**src/rtl/acc_unit_if.sv**
```systemverilog
// Operation/result bundle between an issuing agent and acc_unit.
// Latency: none (wires only).
// Backpressure: op_valid/op_ready handshake; the issuer holds op/src until op_ready is seen.
//
// Signals:
//   op_valid  master->slave  op and src are presented
//   op        master->slave  3-bit opcode (NOP MOV ADD SUB NEG SWP SAV MUL)
//   src       master->slave  signed operand, DATA_W bits
//   op_ready  slave->master  slave accepts an op this cycle
//   acc, bak  slave->master  registered signed accumulator / backup
//   busy      slave->master  multi-cycle MUL in progress
//   sat       slave->master  one-cycle pulse after a clamped acc write
interface acc_unit_if #(
  parameter int DATA_W = 11
);
  logic                     op_valid;
  logic                     op_ready;
  logic [2:0]               op;
  logic signed [DATA_W-1:0] src;
  logic signed [DATA_W-1:0] acc;
  logic signed [DATA_W-1:0] bak;
  logic                     busy;
  logic                     sat;

  modport master (
    output op_valid, op, src,
    input  op_ready, acc, bak, busy, sat
  );

  modport slave (
    input  op_valid, op, src,
    output op_ready, acc, bak, busy, sat
  );
endinterface

```
**src/rtl/acc_unit.sv**
```systemverilog
// Saturating accumulator with backup register and an iterative shift-add multiplier.
// Latency: single-cycle ops update acc/bak on the accept edge; MUL writes acc DATA_W edges after accept.
// Backpressure: op_ready = !busy; while a MUL is iterating, op/src/op_valid are ignored.
//
// Ports:
//   clk   rising-edge clock for all state
//   rst   synchronous active-high reset; aborts any MUL in flight
//   bus   acc_unit_if.slave: op_valid/op/src in, op_ready/acc/bak/busy/sat out
module acc_unit #(
  parameter int DATA_W  = 11,
  parameter int SAT_MAX = 999,
  parameter bit MUL_EN  = 1'b1
) (
  input  logic       clk,
  input  logic       rst,
  acc_unit_if.slave  bus
);

  // Working width for every pre-clamp result: wide enough for the full
  // product, so sums, differences and negations can never wrap either.
  localparam int PW    = 2 * DATA_W;
  localparam int CNT_W = (DATA_W > 2) ? $clog2(DATA_W) : 1;

  localparam logic [CNT_W-1:0]     CNT_LAST = CNT_W'(DATA_W - 1);
  localparam logic signed [PW-1:0] SAT_HI   = PW'(SAT_MAX);
  localparam logic signed [PW-1:0] SAT_LO   = -SAT_HI;

  typedef enum logic {
    S_IDLE = 1'b0,
    S_MUL  = 1'b1
  } state_t;

  typedef enum logic [2:0] {
    OP_NOP = 3'd0,
    OP_MOV = 3'd1,
    OP_ADD = 3'd2,
    OP_SUB = 3'd3,
    OP_NEG = 3'd4,
    OP_SWP = 3'd5,
    OP_SAV = 3'd6,
    OP_MUL = 3'd7
  } op_t;

  state_t                   state_q, state_d;
  logic [CNT_W-1:0]         cnt_q, cnt_d;
  logic signed [DATA_W-1:0] acc_q, acc_d;
  logic signed [DATA_W-1:0] bak_q, bak_d;
  logic                     sat_q, sat_d;
  logic signed [PW-1:0]     mcand_q, mcand_d;   // captured acc, shifted left once per step
  logic [DATA_W-1:0]        mplier_q, mplier_d; // captured src, shifted right once per step
  logic signed [PW-1:0]     prod_q, prod_d;     // running partial product

  logic signed [PW-1:0]     acc_x;
  logic signed [PW-1:0]     src_x;
  logic signed [PW-1:0]     part;
  logic signed [PW-1:0]     prod_nxt;
  logic signed [PW-1:0]     res_wide;
  logic                     wr_acc;
  logic [DATA_W:0]          clamp_res;

  // Returns {clip, value}: value is x limited to +/-SAT_MAX, clip flags an alteration.
  function automatic logic [DATA_W:0] clamp_f(input logic signed [PW-1:0] x);
    logic signed [PW-1:0] y;
    logic                 clip;
    y    = x;
    clip = 1'b0;
    if (x > SAT_HI) begin
      y    = SAT_HI;
      clip = 1'b1;
    end else if (x < SAT_LO) begin
      y    = SAT_LO;
      clip = 1'b1;
    end
    return {clip, y[DATA_W-1:0]};
  endfunction

  assign acc_x = {{(PW - DATA_W){acc_q[DATA_W-1]}}, acc_q};
  assign src_x = {{(PW - DATA_W){bus.src[DATA_W-1]}}, bus.src};

  // Two's-complement shift-add: the multiplier MSB carries weight -2^(DATA_W-1),
  // so the last step subtracts its partial product instead of adding it.
  assign part     = mplier_q[0] ? mcand_q : '0;
  assign prod_nxt = (cnt_q == CNT_LAST) ? (prod_q - part) : (prod_q + part);

  always_comb begin
    state_d  = state_q;
    cnt_d    = cnt_q;
    acc_d    = acc_q;
    bak_d    = bak_q;
    sat_d    = 1'b0;
    mcand_d  = mcand_q;
    mplier_d = mplier_q;
    prod_d   = prod_q;
    res_wide = '0;
    wr_acc   = 1'b0;

    case (state_q)
      S_IDLE: begin
        if (bus.op_valid) begin
          case (op_t'(bus.op))
            OP_MOV: begin
              res_wide = src_x;
              wr_acc   = 1'b1;
            end
            OP_ADD: begin
              res_wide = acc_x + src_x;
              wr_acc   = 1'b1;
            end
            OP_SUB: begin
              res_wide = acc_x - src_x;
              wr_acc   = 1'b1;
            end
            OP_NEG: begin
              res_wide = -acc_x;
              wr_acc   = 1'b1;
            end
            OP_SWP: begin
              acc_d = bak_q;
              bak_d = acc_q;
            end
            OP_SAV: begin
              bak_d = acc_q;
            end
            OP_MUL: begin
              if (MUL_EN) begin
                state_d  = S_MUL;
                cnt_d    = '0;
                mcand_d  = acc_x;
                mplier_d = bus.src;
                prod_d   = '0;
              end
            end
            default: ;
          endcase
        end
      end

      S_MUL: begin
        mcand_d  = mcand_q <<< 1;
        mplier_d = mplier_q >> 1;
        prod_d   = prod_nxt;
        cnt_d    = cnt_q + CNT_W'(1);
        if (cnt_q == CNT_LAST) begin
          res_wide = prod_nxt;
          wr_acc   = 1'b1;
          state_d  = S_IDLE;
          cnt_d    = '0;
        end
      end

      default: state_d = S_IDLE;
    endcase

    clamp_res = clamp_f(res_wide);
    if (wr_acc) begin
      acc_d = clamp_res[DATA_W-1:0];
      sat_d = clamp_res[DATA_W];
    end
  end

  always_ff @(posedge clk) begin
    if (rst) begin
      state_q  <= S_IDLE;
      cnt_q    <= '0;
      acc_q    <= '0;
      bak_q    <= '0;
      sat_q    <= 1'b0;
      mcand_q  <= '0;
      mplier_q <= '0;
      prod_q   <= '0;
    end else begin
      state_q  <= state_d;
      cnt_q    <= cnt_d;
      acc_q    <= acc_d;
      bak_q    <= bak_d;
      sat_q    <= sat_d;
      mcand_q  <= mcand_d;
      mplier_q <= mplier_d;
      prod_q   <= prod_d;
    end
  end

  assign bus.op_ready = (state_q == S_IDLE);
  assign bus.busy     = (state_q == S_MUL);
  assign bus.acc      = acc_q;
  assign bus.bak      = bak_q;
  assign bus.sat      = sat_q;

endmodule

```
**src/flat_wrapper.sv**
```systemverilog
// flat-port wrapper written by rule: the top's interface ports become plain ports
module acc_unit_flat 
#(
  parameter int DATA_W  = 11,
  parameter int SAT_MAX = 999,
  parameter bit MUL_EN  = 1'b1
)
  (clk, rst, bus_op_valid, bus_op, bus_src, bus_op_ready, bus_acc, bus_bak, bus_busy, bus_sat);
  acc_unit_if #(.DATA_W(DATA_W)) bus_i ();
  input  logic clk;
  input  logic rst;
  input wire logic [$bits(bus_i.op_valid)-1:0] bus_op_valid;
  input wire logic [$bits(bus_i.op)-1:0] bus_op;
  input wire logic [$bits(bus_i.src)-1:0] bus_src;
  output wire logic [$bits(bus_i.op_ready)-1:0] bus_op_ready;
  output wire logic [$bits(bus_i.acc)-1:0] bus_acc;
  output wire logic [$bits(bus_i.bak)-1:0] bus_bak;
  output wire logic [$bits(bus_i.busy)-1:0] bus_busy;
  output wire logic [$bits(bus_i.sat)-1:0] bus_sat;
  assign bus_i.op_valid = bus_op_valid;
  assign bus_i.op = bus_op;
  assign bus_i.src = bus_src;
  assign bus_op_ready = bus_i.op_ready;
  assign bus_acc = bus_i.acc;
  assign bus_bak = bus_i.bak;
  assign bus_busy = bus_i.busy;
  assign bus_sat = bus_i.sat;
  acc_unit #(.DATA_W(DATA_W), .SAT_MAX(SAT_MAX), .MUL_EN(MUL_EN)) u_core (.clk(clk), .rst(rst), .bus(bus_i));
endmodule
```
**config.mk**
```make
export PLATFORM = sky130hd
export DESIGN_NAME = acc_unit_flat
export DESIGN_NICKNAME = d
export VERILOG_FILES = /design/src/rtl/acc_unit_if.sv /design/src/rtl/acc_unit.sv /design/src/flat_wrapper.sv
export SDC_FILE = /design/constraint.sdc
export NUM_CORES = 1
export LEC_CHECK = 0
export BUFFER_PORTS_ARGS = -buffer_cell sky130_fd_sc_hd__buf_2
export CAP_MARGIN = 0
export CORE_MARGIN = 4
export CORE_UTILIZATION = 30
export DETAILED_ROUTE_END_ITERATION = 8
export HOLD_SLACK_MARGIN = 0.08
export PLACE_DENSITY = 0.47
export SYNTH_ARGS = -nofsm -noshare
export SYNTH_HDL_FRONTEND = slang
export SYNTH_SLANG_ARGS = --single-unit
```
**constraint.sdc**
```tcl
create_clock -name clk -period 6 [get_ports clk]
set_clock_uncertainty 0.1 [all_clocks]
set_input_delay 0.6 -clock clk [delete_from_list [all_inputs] [get_ports clk]]
set_output_delay 0.6 -clock clk [all_outputs]
set_load 0.02 [all_outputs]
```
* After elaboration in Yosys (flattened, before gate mapping)
Index checks and enable logic that the tools add are counted.
** Word-level totals
- Bits in registers :: 83
- Word-level logic and storage cells :: 72
- Input bits :: 17
- Output and inout bits :: 25
** Operators by class
- $lt $le $gt $ge :: 2
- Eq/ne operators :: 11
- $add $sub $neg :: 6
- Multiplexer cells :: 35
- Reduce and logical (&&, ||, !) cells :: 8
- Bitwise logic cells :: 2
** Operators with widths (count)
- 22-bit 2-to-1 mux :: 8
- 22-bit one-hot mux with 2 select lines :: 3
- 11-bit 2-to-1 mux :: 8
- 22-bit one-hot mux with 4 select lines :: 1
- 22-bit adder :: 1
- 22-bit by 11-bit greater-than comparator with 1-bit output (second input constant) :: 1
- 22-bit by 11-bit less-than comparator with 1-bit output (second input constant) :: 1
- 11-bit negation with 22-bit output :: 1
- 11-bit one-hot mux with 2 select lines :: 1
- 22-bit subtractor :: 1
- 11-bit by 11-bit adder with 12-bit output :: 1
- 3-bit equality test (second input constant) :: 4
- 4-bit 2-to-1 mux :: 3
- 11-bit by 11-bit subtractor with 12-bit output :: 1
- 1-bit 2-to-1 mux :: 8
- 4-bit one-hot mux with 2 select lines :: 1
- 3-bit by 2-bit equality test with 1-bit output (second input constant) :: 2
- 3-bit AND reduction :: 2
- 4-bit by 1-bit adder with 4-bit output (second input constant) :: 1
- 4-bit equality test (second input constant) :: 1
- 2-bit != test (second input constant) :: 2
- 1-bit one-hot mux with 2 select lines :: 2
- 2-bit nonzero test :: 2
- 2-bit OR reduction :: 2
- other kinds (5) :: 6

* Logic depth before layout (Yosys ltp)
- Depth after elaboration :: 9
- Mapped depth :: 22
- Mapped depth without buffers :: 20

* Least setup slack after synthesis
Ideal clock, no wire load.
- Kind :: reg-to-reg
- Start :: register u_core.mplier_q[0]
- End :: register u_core.acc_q[4] (netlist: u_core.bus.acc[4])
- Path buffers :: 3
- Setup time :: 0.086 ns
- Required time :: 5.814 ns
- Stages on the path, launching flop included :: 23
- Data arrival time :: 4.749 ns
- Slack :: 1.065 ns
- Path through :: dfxtp_1 -> clkbuf_1 -> clkbuf_1 -> nand2_1 -> ha_1 -> o21a_1 -> a21oi_1 -> nand3b_1 -> o21ai_0 -> a22oi_1 -> ha_1 -> clkbuf_1 -> a21oi_1 -> o21ai_0 -> nor2_1 -> a311o_1 -> a221oi_1 -> nand4_1 -> o41ai_1 -> o211ai_1 -> o31ai_2 -> o21ai_1 -> a211oi_1
** Between the ends
- Word-level cells in the longest chain between the ends :: 9
** RTL lines
- start: declaration :: line acc_unit.sv:50 : logic [DATA_W-1:0] mplier_q, mplier_d;
- start signal: assignment :: line acc_unit.sv:178 : mplier_q <= mplier_d;
- 22-bit 2-to-1 mux * :: line acc_unit.sv:82 : assign part = mplier_q[0] ? mcand_q : '0;
- 22-bit adder or 22-bit subtractor (tied branches) :: line acc_unit.sv:83 : assign prod_nxt = (cnt_q == CNT_LAST) ? (prod_q - part) : (prod_q + part);
- 22-bit 2-to-1 mux * :: line acc_unit.sv:83
- 22-bit 2-to-1 mux * :: line acc_unit.sv:143 : if (cnt_q == CNT_LAST) begin
- 22-bit one-hot mux with 2 select lines * :: line acc_unit.sv:97 : case (state_q)
- 22-bit by 11-bit less-than comparator with 1-bit output :: line acc_unit.sv:70 : end else if (x < SAT_LO) begin
- 11-bit 2-to-1 mux :: line acc_unit.sv:70
- 11-bit 2-to-1 mux * :: line acc_unit.sv:67 : if (x > SAT_HI) begin
- 11-bit 2-to-1 mux * :: line acc_unit.sv:155 : if (wr_acc) begin
- end signal: assignment :: line acc_unit.sv:165 : acc_q <= '0;
- end signal: assignment :: line acc_unit.sv:174 : acc_q <= acc_d;
- end: declaration :: line acc_unit.sv:46 : logic signed [DATA_W-1:0] acc_q, acc_d;
Mark *: on every way between the ends. The rest lies on a longest branch, timed or not.
A chain may end at the register's enable or synchronous reset.

* Final worst setup path
- Start :: register u_core.mcand_q[6]
- End :: register u_core.acc_q[3] (netlist: u_core.bus.acc[3])
** Between the ends
- Word-level cells in the longest chain between the ends :: 9
** RTL lines
- start: declaration :: line acc_unit.sv:49 : logic signed [PW-1:0] mcand_q, mcand_d;
- start signal: assignment :: line acc_unit.sv:177 : mcand_q <= mcand_d;
- 22-bit 2-to-1 mux * :: line acc_unit.sv:82
- 22-bit adder or 22-bit subtractor (tied branches) :: line acc_unit.sv:83
- 22-bit 2-to-1 mux * :: line acc_unit.sv:83
- 22-bit 2-to-1 mux * :: line acc_unit.sv:143
- 22-bit one-hot mux with 2 select lines * :: line acc_unit.sv:97
- 22-bit by 11-bit less-than comparator with 1-bit output :: line acc_unit.sv:70
- 11-bit 2-to-1 mux :: line acc_unit.sv:70
- 11-bit 2-to-1 mux * :: line acc_unit.sv:67
- 11-bit 2-to-1 mux * :: line acc_unit.sv:155
Marked as above.

==> results.txt <==
The run finished with clean final reports. The tools report the destination of the worst register-to-register timing path as u_core.bus.acc[3]. Type of the tightest min-delay check: flip-flop to flip-flop. The peak supply drop came out at 0.000128 V.

The first detailed-routing pass took 5 iterations. The tools report the floorplan row count as 56. After global routing the overflow that remains totals 0. By count the netlist is led by 164 x nor2_1, 126 x a21oi_1, 83 x dfxtp_1. Library cell contributing the largest single delay on the critical path: or4b_4. At the placement stage, the worst setup path has a slack of 0.535 ns.

The tools report the number of fill cells in the layout as 2,652. Clock tree root driver cell: clkbuf_16. The top cell family by delay on the critical path was compound AO/OA/AOI/OAI gates. In this run the count of I/O pins placed on the die edge is 42. Using the TritonRoute via totals, the vias-per-cell ratio works out to 5.49. For this run, the post-layout net count is 1,080. The final critical-path share of the clock period was 0.927; the post-CTS repair timing setup buffer count was 0.

Summing every instance area after synthesis gives 7270 µm². Number of endpoints with negative hold slack in the final report: 0. Minimum clock period after layout: 5.56 ns. The worst register-to-register path begins at u_core.mcand_q[6]. The delay contributed by the slowest stage of the critical path is 0.58 ns. Aggregate global-route resource usage: 0.185. The detailed-placement wirelength estimate was 18,600 µm. The starting density of the core was 0.307. TritonCTS built the clock tree.

Traced cell by cell, the critical path runs through or4_4 -> or4b_4 -> o21ai_0 -> xor2_1 -> nand2b_1 -> ha_1 -> and2_1 -> nand3_1 -> a2111oi_2 -> o21ai_0 -> a221oi_1 -> nand4_1 -> o41ai_1 -> o211ai_1 -> o31ai_2 -> o21ai_1 -> a211oi_1. The most critical setup path has its endpoint at u_core.bus.acc[3]. The sequential cells in the finished layout cover a total of 1660 µm². In this run the standard cell core region covers 23,700 µm². Dominant register cell in the synthesized netlist: dfxtp_1. The detailed router's first-iteration violation count was 533. The proportion of layout cells with a drive suffix above 1 was 0.0923. The area growth from synthesis to final layout came out at 10.6%. The congestion estimate from routability-driven global placement came to 0.897.

The run gives 9 as the CTS buffer count. The total power came out at 1.55 mW. Once layout is done, the placed cells without fillers occupy 8040 µm². Yosys instantiated no cell more often than nor2_1. Yosys printed 0 warnings. The number of global-route vias before repair is 6,709. In this run, synthesis inferred 0 flip-flops with an integrated enable. In the final routed layout, each cell accounts on average for 18.5 µm.

The tools report the start point of the critical path as u_core.mcand_q[6]. The run gives 3.34 nW as the standby leakage power. The global-route wire length before repair came out at 39,300 µm. The die is 164 µm tall.

For this block, the via count after detailed routing is 7,338. The final layout contains routed wiring with a total length of 24,800 µm. Entering global routing, the biggest net connects 69 pins.

After detailed placement, the total cell area comes to 7730 µm². The part of the Yosys area used for sequential elements is 0.229, and the count of clock tree sinks is 83. The count of buffering cells on the critical path with inverters included was 0; the number of failing setup endpoints in the final timing report was 0. Cell depth of the worst flop-to-flop path: 17. The count of buffers inserted at the top-level ports is 41. Setup repair after global routing left no endpoint under its margin. At the later pin of the worst-skew pair, clock insertion delay measures 0.35 ns. The maximum number of buffers from clock root to sink was 2. By area the synthesized netlist is led by dfxtp_1 23%, a21oi_1 8.7%, nor2_1 8.5%.

The mean post-synth cell area came out at 7.18 µm². Share of synthesized registers carrying an async set or reset: 0. The multi-input combinational cells in the finished layout cover a total of 5210 µm².

In the synthesized netlist, the number of instances is 1,012. The area share of the largest cell type after synthesis was 0.229; the count of antenna diodes in the layout was 0. For the pin with the worst max-slew slack, the measured transition is 0.958 ns. The slack of the critical path was 0.436 ns; the horizontal die dimension was 164 µm. The cts-stage hold buffer count was 0; the fmax was 0.180 GHz.

The H-tree was split into 3 levels. The headroom to the max-slew limit was 0.360; the number of max-cap violations was 0. Summed over all failing endpoints, the final setup total negative slack is 0 ns. The critical path in this run is classified as flip-flop to flip-flop.

On the final layout, the worst hold slack is 0.377 ns. For the number of distinct standard cells referenced by the synthesized netlist, the log shows 77. The slack of the worst reg-to-reg path is 0.44 ns. The run gives 0 as the number of gates given a new drive strength after cts.

The most frequent cell on the critical path is o21ai_0. The worst setup path is launched from a flip-flop. STA puts the critical path data required time at 6.16 ns. The die outline area is 26,800 µm², and the total nets after synthesis is 1,079. The cell type with the largest total area after synthesis is dfxtp_1. The number of antenna violations at the first check in global routing was 0; the register bit count reported by yosys was 83.

Power per cell area: 192 nW/µm². Counting buffers and inverters, the worst setup path is 17 cells deep. In the routed design, unresolved DRC markers number 0. Along the worst path, the maximum fanout reaches 8. The detail route stage leaves a number of antenna-violating nets equal to 0.

The max-slew violation count came out at 0. The clock transition at the registers of the reported paths came out at 0.06 ns. The worst path arrival time was 5.72 ns. STA classifies the critical path endpoint as a flip-flop.
## worst min-delay path by stage
stage	end	cells past startpoint	slack [ns]	from
CTS	u_core.prod_q[21]	2	0.38	u_core.prod_q[21]
detailed placement	u_core.prod_q[21]	2	0.37	u_core.prod_q[21]
finish	u_core.prod_q[21]	2	0.38	u_core.prod_q[21]
global route	u_core.prod_q[21]	2	0.42	u_core.prod_q[21]
global placement	u_core.prod_q[21]	2	0.36	u_core.prod_q[21]
floorplan	u_core.prod_q[2]	2	0.34	u_core.prod_q[2]
## report_power, final
part | internal (mW) | total, mW | switching, mW
logic | 0.137 | 0.367 | 0.230
registers | 0.563 | 0.590 | 0.0270
clock network | 0.338 | 0.589 | 0.251
total | 1.04 | 1.55 | 0.508
## registers in the layout (all words and copies together) (netlist names)
register         flops
u_core.prod_q       22
u_core.mplier_q     11
u_core.bus.busy      1
u_core.bus.bak      11
u_core.cnt_q         4
u_core.mcand_q      22
u_core.bus.acc      11
u_core.bus.sat       1
## layout by cell type (no fill, tap or decap), types with 11 or more instances in the layout
| master | Yosys | routed |
|---|---|---|
| buf_4 | 0 | 16 |
| inv_1 | 35 | 35 |
| nor2b_1 | 13 | 13 |
| a211oi_1 | 11 | 11 |
| mux2i_1 | 23 | 23 |
| xnor2_1 | 29 | 29 |
| nand3_1 | 24 | 24 |
| o21a_1 | 11 | 11 |
| and3_1 | 15 | 15 |
| nor3_1 | 26 | 26 |
| o21ai_0 | 54 | 54 |
| xor2_1 | 16 | 16 |
| a21oi_1 | 126 | 126 |
| dfxtp_1 | 83 | 82 |
| nor2_1 | 164 | 164 |
| o211ai_1 | 13 | 13 |
| nand2_1 | 69 | 69 |
| buf_2 | 4 | 41 |
| a31oi_1 | 14 | 14 |
| ha_1 | 47 | 47 |
## worst reg2reg max path: stages (launching register included)
cell       delay (ns)
dfxtp_1          0.37
or4_4            0.57
or4b_4           0.58
o21ai_0          0.22
xor2_1           0.09
nand2b_1         0.17
ha_1             0.45
and2_1           0.26
nand3_1          0.14
a2111oi_2        0.41
o21ai_0          0.19
a221oi_1         0.31
nand4_1          0.15
o41ai_1          0.46
o211ai_1         0.30
o31ai_2          0.37
o21ai_1          0.14
a211oi_1         0.21
## metal layers
metal,GRT usage,routed length (µm)
met5,0,0
met4,0.0442,439
met3,0.0280,827
met2,0.284,11000
met1,0.272,12600
## metrics by stage
| step | instances | utilization |
|---|---|---|
| global placement | 1321 | 0.326 |
| detailed placement | 1321 | 0.326 |
| finish | 1337 | 0.339 |
| CTS | 1337 | 0.339 |
| global route | 1337 | 0.339 |
| floorplan | 1012 | - |
## logic make-up (layout without fill, tap and decap cells)
group,count (synthesis),after routing,share of synthesized area
adder cells (fa/ha/maj),50,50,0.0892
buffers and inverters,102,108,0.0544
multiplexers,24,24,0.0332
flip-flops,83,83,0.229
AND/OR/NAND/NOR,375,375,0.242
XOR/XNOR,46,46,0.0573
AO/OA/AOI/OAI,332,332,0.296
## final cells by class
type	count	area share
multi-input cells	827	0.648
repair buffers	57	0.0405
well taps	319	0.0496
flip-flops and latches	83	0.207
clock buffers	10	0.0297
inverters	35	0.0163
clock inverters	6	0.00887
(Power assumes the default switching activity.)
